--- config.mk ---
export PLATFORM = sky130hd
export DESIGN_NAME = bcd16_convert_flat
export DESIGN_NICKNAME = d
export VERILOG_FILES = /design/src/rtl/bcd16_convert_if.sv /design/src/rtl/bcd16_convert.sv /design/src/flat_wrapper.sv
export SDC_FILE = /design/constraint.sdc
export NUM_CORES = 1
export LEC_CHECK = 0
export BUFFER_PORTS_ARGS = -buffer_cell sky130_fd_sc_hd__buf_2
export CAP_MARGIN = 5
export CORE_MARGIN = 4
export CORE_UTILIZATION = 40
export CTS_BUF_LIST = sky130_fd_sc_hd__clkbuf_8
export CTS_CLUSTER_SIZE = 12
export DETAILED_ROUTE_END_ITERATION = 8
export RECOVER_POWER = 100
export SLEW_MARGIN = 15
export SYNTH_ARGS = -nofsm -noshare
export SYNTH_HDL_FRONTEND = slang
export SYNTH_SLANG_ARGS = --single-unit
--- constraint.sdc ---
create_clock -name CLK -period 2.04 [get_ports CLK]
set_input_delay 0.204 -clock CLK [delete_from_list [all_inputs] [get_ports CLK]]
set_output_delay 0.204 -clock CLK [all_outputs]
set_load 0.05 [all_outputs]
--- src/rtl/bcd16_convert_if.sv ---
// Handshake/data bundle between the multiplier side and the BCD converter.
// The master drives the operand and start request; the slave returns the
// packed BCD result with its busy/done status.
interface bcd16_convert_if;
  logic [15:0] BIN;
  logic        start;
  logic [19:0] BCD;
  logic        busy;
  logic        done;

  modport master (
    output BIN,
    output start,
    input  BCD,
    input  busy,
    input  done
  );

  modport slave (
    input  BIN,
    input  start,
    output BCD,
    output busy,
    output done
  );
endinterface

--- src/rtl/bcd16_convert.sv ---
// 16-bit binary to 5-digit packed BCD converter (double-dabble).
// One bit is consumed per SHIFT cycle, so a conversion takes 16 cycles,
// followed by a single DONE cycle that carries the done pulse.
module bcd16_convert (
  input  logic             CLK,
  input  logic             RESET,
  bcd16_convert_if.slave   bus
);

  typedef enum logic [1:0] {
    IDLE  = 2'd0,
    SHIFT = 2'd1,
    DONE  = 2'd2
  } state_t;

  state_t      state_q,   state_d;
  logic [15:0] shift_q,   shift_d;
  logic [19:0] scratch_q, scratch_d;
  logic [3:0]  cnt_q,     cnt_d;
  logic [19:0] bcd_q,     bcd_d;

  logic [19:0] adjusted;
  logic [35:0] pair;
  logic [35:0] pair_sh;

  // Add 3 to a digit that would overflow past 9 once doubled.
  function automatic logic [3:0] dabble(input logic [3:0] d);
    return (d >= 4'd5) ? d + 4'd3 : d;
  endfunction

  // Per-digit correction followed by the combined 36-bit left shift.
  always_comb begin
    adjusted = '0;
    for (int unsigned i = 0; i < 5; i++) begin
      adjusted[i*4 +: 4] = dabble(scratch_q[i*4 +: 4]);
    end
    pair    = {adjusted, shift_q};
    pair_sh = {pair[34:0], 1'b0};
  end

  // Next-state and datapath control; every register holds by default.
  always_comb begin
    state_d   = state_q;
    shift_d   = shift_q;
    scratch_d = scratch_q;
    cnt_d     = cnt_q;
    bcd_d     = bcd_q;
    case (state_q)
      IDLE: begin
        if (bus.start) begin
          shift_d   = bus.BIN;
          scratch_d = '0;
          cnt_d     = '0;
          state_d   = SHIFT;
        end
      end
      SHIFT: begin
        scratch_d = pair_sh[35:16];
        shift_d   = pair_sh[15:0];
        cnt_d     = cnt_q + 4'd1;
        if (cnt_q == 4'd15) begin
          bcd_d   = pair_sh[35:16];
          state_d = DONE;
        end
      end
      DONE: begin
        state_d = IDLE;
      end
      default: begin
        state_d = IDLE;
      end
    endcase
  end

  // State and datapath registers with synchronous reset taking priority.
  always_ff @(posedge CLK) begin
    if (RESET) begin
      state_q   <= IDLE;
      shift_q   <= '0;
      scratch_q <= '0;
      cnt_q     <= '0;
      bcd_q     <= '0;
    end else begin
      state_q   <= state_d;
      shift_q   <= shift_d;
      scratch_q <= scratch_d;
      cnt_q     <= cnt_d;
      bcd_q     <= bcd_d;
    end
  end

  assign bus.BCD  = bcd_q;
  assign bus.busy = (state_q == SHIFT);
  assign bus.done = (state_q == DONE);

endmodule

--- src/flat_wrapper.sv ---
// flat-port wrapper written by rule: the top's interface ports become plain ports
module bcd16_convert_flat 
  (CLK, RESET, bus_BIN, bus_start, bus_BCD, bus_busy, bus_done);
  bcd16_convert_if bus_i ();
  input  logic CLK;
  input  logic RESET;
  input wire logic [$bits(bus_i.BIN)-1:0] bus_BIN;
  input wire logic [$bits(bus_i.start)-1:0] bus_start;
  output wire logic [$bits(bus_i.BCD)-1:0] bus_BCD;
  output wire logic [$bits(bus_i.busy)-1:0] bus_busy;
  output wire logic [$bits(bus_i.done)-1:0] bus_done;
  assign bus_i.BIN = bus_BIN;
  assign bus_i.start = bus_start;
  assign bus_BCD = bus_i.BCD;
  assign bus_busy = bus_i.busy;
  assign bus_done = bus_i.done;
  bcd16_convert u_core (.CLK(CLK), .RESET(RESET), .bus(bus_i));
endmodule
# Word-level counts from Yosys, hierarchy flattened

Cells that the tools add are included.

Bitwise operators: 0
Add/subtract/negate cells: 6
Eq/ne operators: 5
Magnitude comparators: 5
Multiplexer cells: 14
Shifts and indexed selects: 0
Divide/modulo/power cells: 0
Multiply operators: 0
Reduce and logical (&&, ||, !) cells: 5

Operators with widths:

| kind                                                                                | number |
|---|---|
| 20-bit case mux with 2 select lines                                                 | 1 |
| 16-bit case mux with 2 select lines                                                 | 1 |
| 4-bit by 3-bit greater-or-equal comparator with 1-bit output, second input constant | 5 |
| 20-bit 2-to-1 mux                                                                   | 1 |
| 4-bit 2-to-1 mux                                                                    | 5 |
| 4-bit by 2-bit adder with 4-bit output, second input constant                       | 4 |
| 16-bit 2-to-1 mux                                                                   | 1 |
| 4-bit case mux with 2 select lines                                                  | 1 |
| 2-bit AND reduction                                                                 | 3 |
| 4-bit by 1-bit adder with 4-bit output, second input constant                       | 1 |
| 4-bit == test, second input constant                                                | 1 |
| 2-bit 2-to-1 mux                                                                    | 2 |
| 2-bit case mux with 2 select lines                                                  | 1 |
| 3-bit by 2-bit adder with 3-bit output, second input constant                       | 1 |
| 3-bit 2-to-1 mux                                                                    | 1 |
| 2-bit by 1-bit == test with 1-bit output, second input constant                     | 1 |
| 2-bit == test, second input constant                                                | 1 |
| 2-bit zero test                                                                     | 1 |
| 2-bit by 1-bit inequality test with 1-bit output, second input constant             | 1 |
| 2-bit inequality test, second input constant                                        | 1 |
| 2-bit nonzero test                                                                  | 1 |

ROM bits: 0
Output and inout bits: 22
Memories: 0
Bits in latches: 0
Bits in writable memories: 0
Input port bits: 19
Word-level logic and storage cells: 40
Register bits after elaboration: 62

# Depth between registers and ports, before layout

Depth after elaboration: 3
Gate-level depth with buffers: 7
Gate-level depth less buffers: 6

# Worst setup path after synthesis

OpenSTA, ideal clock, no wires.

Path type: reg2out
Start: register u_core.state_q[1]
End: output port bus_done
Required time: 1.836 ns
Arrival: 1.415 ns
Stages on the path, launching flop included: 3
Setup slack: 0.421 ns
Buffers on the path: 1
Path through: dfxtp_1 clkbuf_1 nor2b_1

Longest elaborated chain between the ends: 1

Ends and longest elaborated chain:

| item                   | line                | text |
|---|---|---|
| start, declared        | bcd16_convert.sv:16 | `state_t state_q, state_d;` |
| start signal, assigned | bcd16_convert.sv:84 | `state_q <= state_d;` |
| 2-bit == test          | bcd16_convert.sv:94 | `assign bus.done = (state_q == DONE);` |
| end, declared          | flat_wrapper.sv:11  | `output wire logic [$bits(bus_i.done)-1:0] bus_done;` |

Every way passes these cells.

# Worst setup path after layout

Start: register u_core.state_q[0]
End: output port bus_done

Same word-level chain as after synthesis.

==> metrics.txt <==
CTS clock-pin slew for the worst setup and hold paths 70 ps; peak supply drop 413 µV; final clock skew 6.83 ps; grt ovf 0; CTS tree built; Max Buffers Root-to-Sink 2; # resized after CTS 0; Diodes inserted 0; Inserted Clock Buffers 9; Hold Startpoint bus_BIN[0]; Fin. Hold Viols 0; Pre-antenna DRT Iters 4; Post-Synthesis Cells 296; worst skew pair latency 340 ps; CP required 1840 ps; gr usage total 15.9%; Yosys reg bits 62; first-pass GRT wire length 10600 µm; critical path arrival 1670 ps; layout cell share with drive strength beyond 1 15.7%; Starting Density 41.3%; number of fillers in the final layout 675; minimum clock period 1870 ps; die footprint 0.00842 mm²; Most used DFF post-synth dfxtp_1; number of global-route vias before repair 2226; final setup vio count 0; Avg Cell Area, Syn 9.48 µm²; asr flop ratio synth 0%; clk root buf clkbuf_8; Reg-to-Reg Start u_core.state_q[0]; WHS Endpoint u_core.shift_q[0]; metal3 WL 266 µm; CP max FO 17; Critical Path End Type primary output; share of the yosys chip area belonging to registers 44.2%; Slew Limit Fails 0; Worst Setup Start Kind flip-flop; setup slack, reg-to-reg 210 ps; PwrDens 820 mW/mm²; CTS Hold Bufs 0; Initial DRC Count 140; unrepaired setup endpoints after global routing false; I/O Pins 41; number of max-cap violations 0; gp weighted congestion 0.783; total power 2660 µW; Worst slew margin 57.1%; CTS Sinks 62; Fmax 535 MHz; WL met1 3060 µm; commonest cells after routing, fill and taps aside dfxtp_1 (62), clkbuf_1 (23), nor2_1 (20), buf_2 (19); drt total wl 6300 µm; met2 WL 2870 µm; most common cell after layout, fill and taps aside dfxtp_1; Nets 368; average vias per placed instance 5.16; Port-buffer cells 40; critical path class flip-flop to primary output; Die H 91.7 µm; DR vias 2265; Setup Fix Bufs, Post-CTS 0; Area after DPL 0.00307 mm²; Design Area, Final 0.00324 mm²; uppermost layer routed met4; initial antenna violation count 0; Rows 30; Worst Tran Pin Value 644 ps; Syn. warnings 0; Routed Antenna Nets 0; worst hold path class input pin to flip-flop; worst reg2reg path endpoint u_core.scratch_q[19]; setup TNS 0 ps; largest net degree at the start of global routing 24; Die W 91.7 µm; synth-to-layout area growth 15.6%; routed len/inst 14.3 µm; dpl hpwl 4480 µm; Yosys cell types 40; Leak 0.00135 µW; Post-synth EDFFs 0; syn nets 326; core area 0.00679 mm²; status complete, no violations; remaining routing DRC violations 0; worst reg2reg path depth 6; Tcrit/Tclk final 91.6%; Mapped Area 0.00281 mm²; Hold Path Stages 2; H-tree levels 3; Final Util 47.7%
==> where the power goes <==
part           switching (µW)  total (µW)  internal [µW]
clock                     459        1170            708
sequential               25.1        1280           1250
combinational             125         219           94.4
==> stage by stage <==
step                setup slack [ps]  hold slack (ps)  std cells
floorplan                        421              329        296
global placement                 394              431        423
detailed placement               323              428        423
CTS                              288             69.7        439
global route                    38.6             66.8        439
finish                           171             83.1        439
==> worst max-delay path by stage <==
stage	depth (start not counted)	to	slack [ps]	start
final	4	bus_done	170	u_core.state_q[0]
after CTS	6	u_core.bus.BCD[11]	290	u_core.cnt_q[0]
after global placement	6	u_core.bus.BCD[17]	390	u_core.cnt_q[0]
after floorplan	2	bus_done	420	u_core.state_q[1]
after detailed placement	6	u_core.bus.BCD[11]	320	u_core.cnt_q[0]
after global routing	4	bus_done	40	u_core.state_q[0]
==> cell usage after synthesis, types with 2 or more instances <==
| cell | instances | area, µm² |
|---|---|---|
| inv_1 | 13 | 48.8 |
| a32o_1 | 4 | 40.0 |
| nand2b_1 | 5 | 31.3 |
| o22ai_1 | 12 | 75.1 |
| nor3b_1 | 8 | 60.1 |
| o221a_2 | 8 | 90.1 |
| a222oi_1 | 2 | 20.0 |
| buf_6 | 7 | 78.8 |
| a311oi_1 | 2 | 17.5 |
| dfxtp_1 | 62 | 1240 |
| nand2_1 | 18 | 67.6 |
| a22o_1 | 11 | 96.3 |
| o21ai_0 | 15 | 75.1 |
| nand3_1 | 2 | 10.0 |
| and3_1 | 6 | 37.5 |
| a211oi_1 | 7 | 52.6 |
| o31ai_1 | 3 | 22.5 |
| a21oi_1 | 18 | 90.1 |
| buf_2 | 6 | 30.0 |
| nor2_1 | 19 | 71.3 |
| a21o_1 | 11 | 82.6 |
| nor3_1 | 5 | 25.0 |
| ha_1 | 11 | 138 |
| xnor2_1 | 5 | 43.8 |
| mux2i_1 | 7 | 70.1 |
| clkbuf_1 | 6 | 22.5 |
| nor2b_1 | 10 | 62.6 |
==> kinds of logic (layout without fill, tap and decap cells) <==
logic type / count (synthesis) / after routing / synth area share [%]
compound gates: 97 / 97 / 24.9
simple gates: 80 / 80 / 15.1
flops: 62 / 62 / 44.2
buf+inv: 34 / 81 / 6.82
fa+ha+maj: 11 / 11 / 4.91
mux: 7 / 7 / 2.50
xor+xnor: 5 / 5 / 1.56
==> cell type report <==
cell class	count	area (µm²)	share of cell area (%)
inverters	14	52.6	1.62
repair buffers	51	244	7.52
well taps	96	120	3.70
multi-input cells	200	1370	42.2
flip-flops and latches	62	1240	38.3
clock buffers	10	138	4.24
clock inverters	6	77.6	2.39
==> registers in the layout, indices dropped and copies added, names as in the netlist <==
name,flops
u_core.cnt_q,4
u_core.shift_q,16
u_core.scratch_q,20
u_core.bus.BCD,20
u_core.state_q,2
==> metal layers <==
layer,GRT usage [%],up-vias
li1,-,1165
met1,20.3,1056
met2,25.1,33
met3,5.17,11
met4,5.94,0
met5,0,-
==> critical path, stage by stage, from the launching register on <==
cell and delay, ps:
dfxtp_1 360, buf_4 180, clkbuf_1 460, nor2b_1 90, buf_2 230
Power figures use the tool's default switching activity.
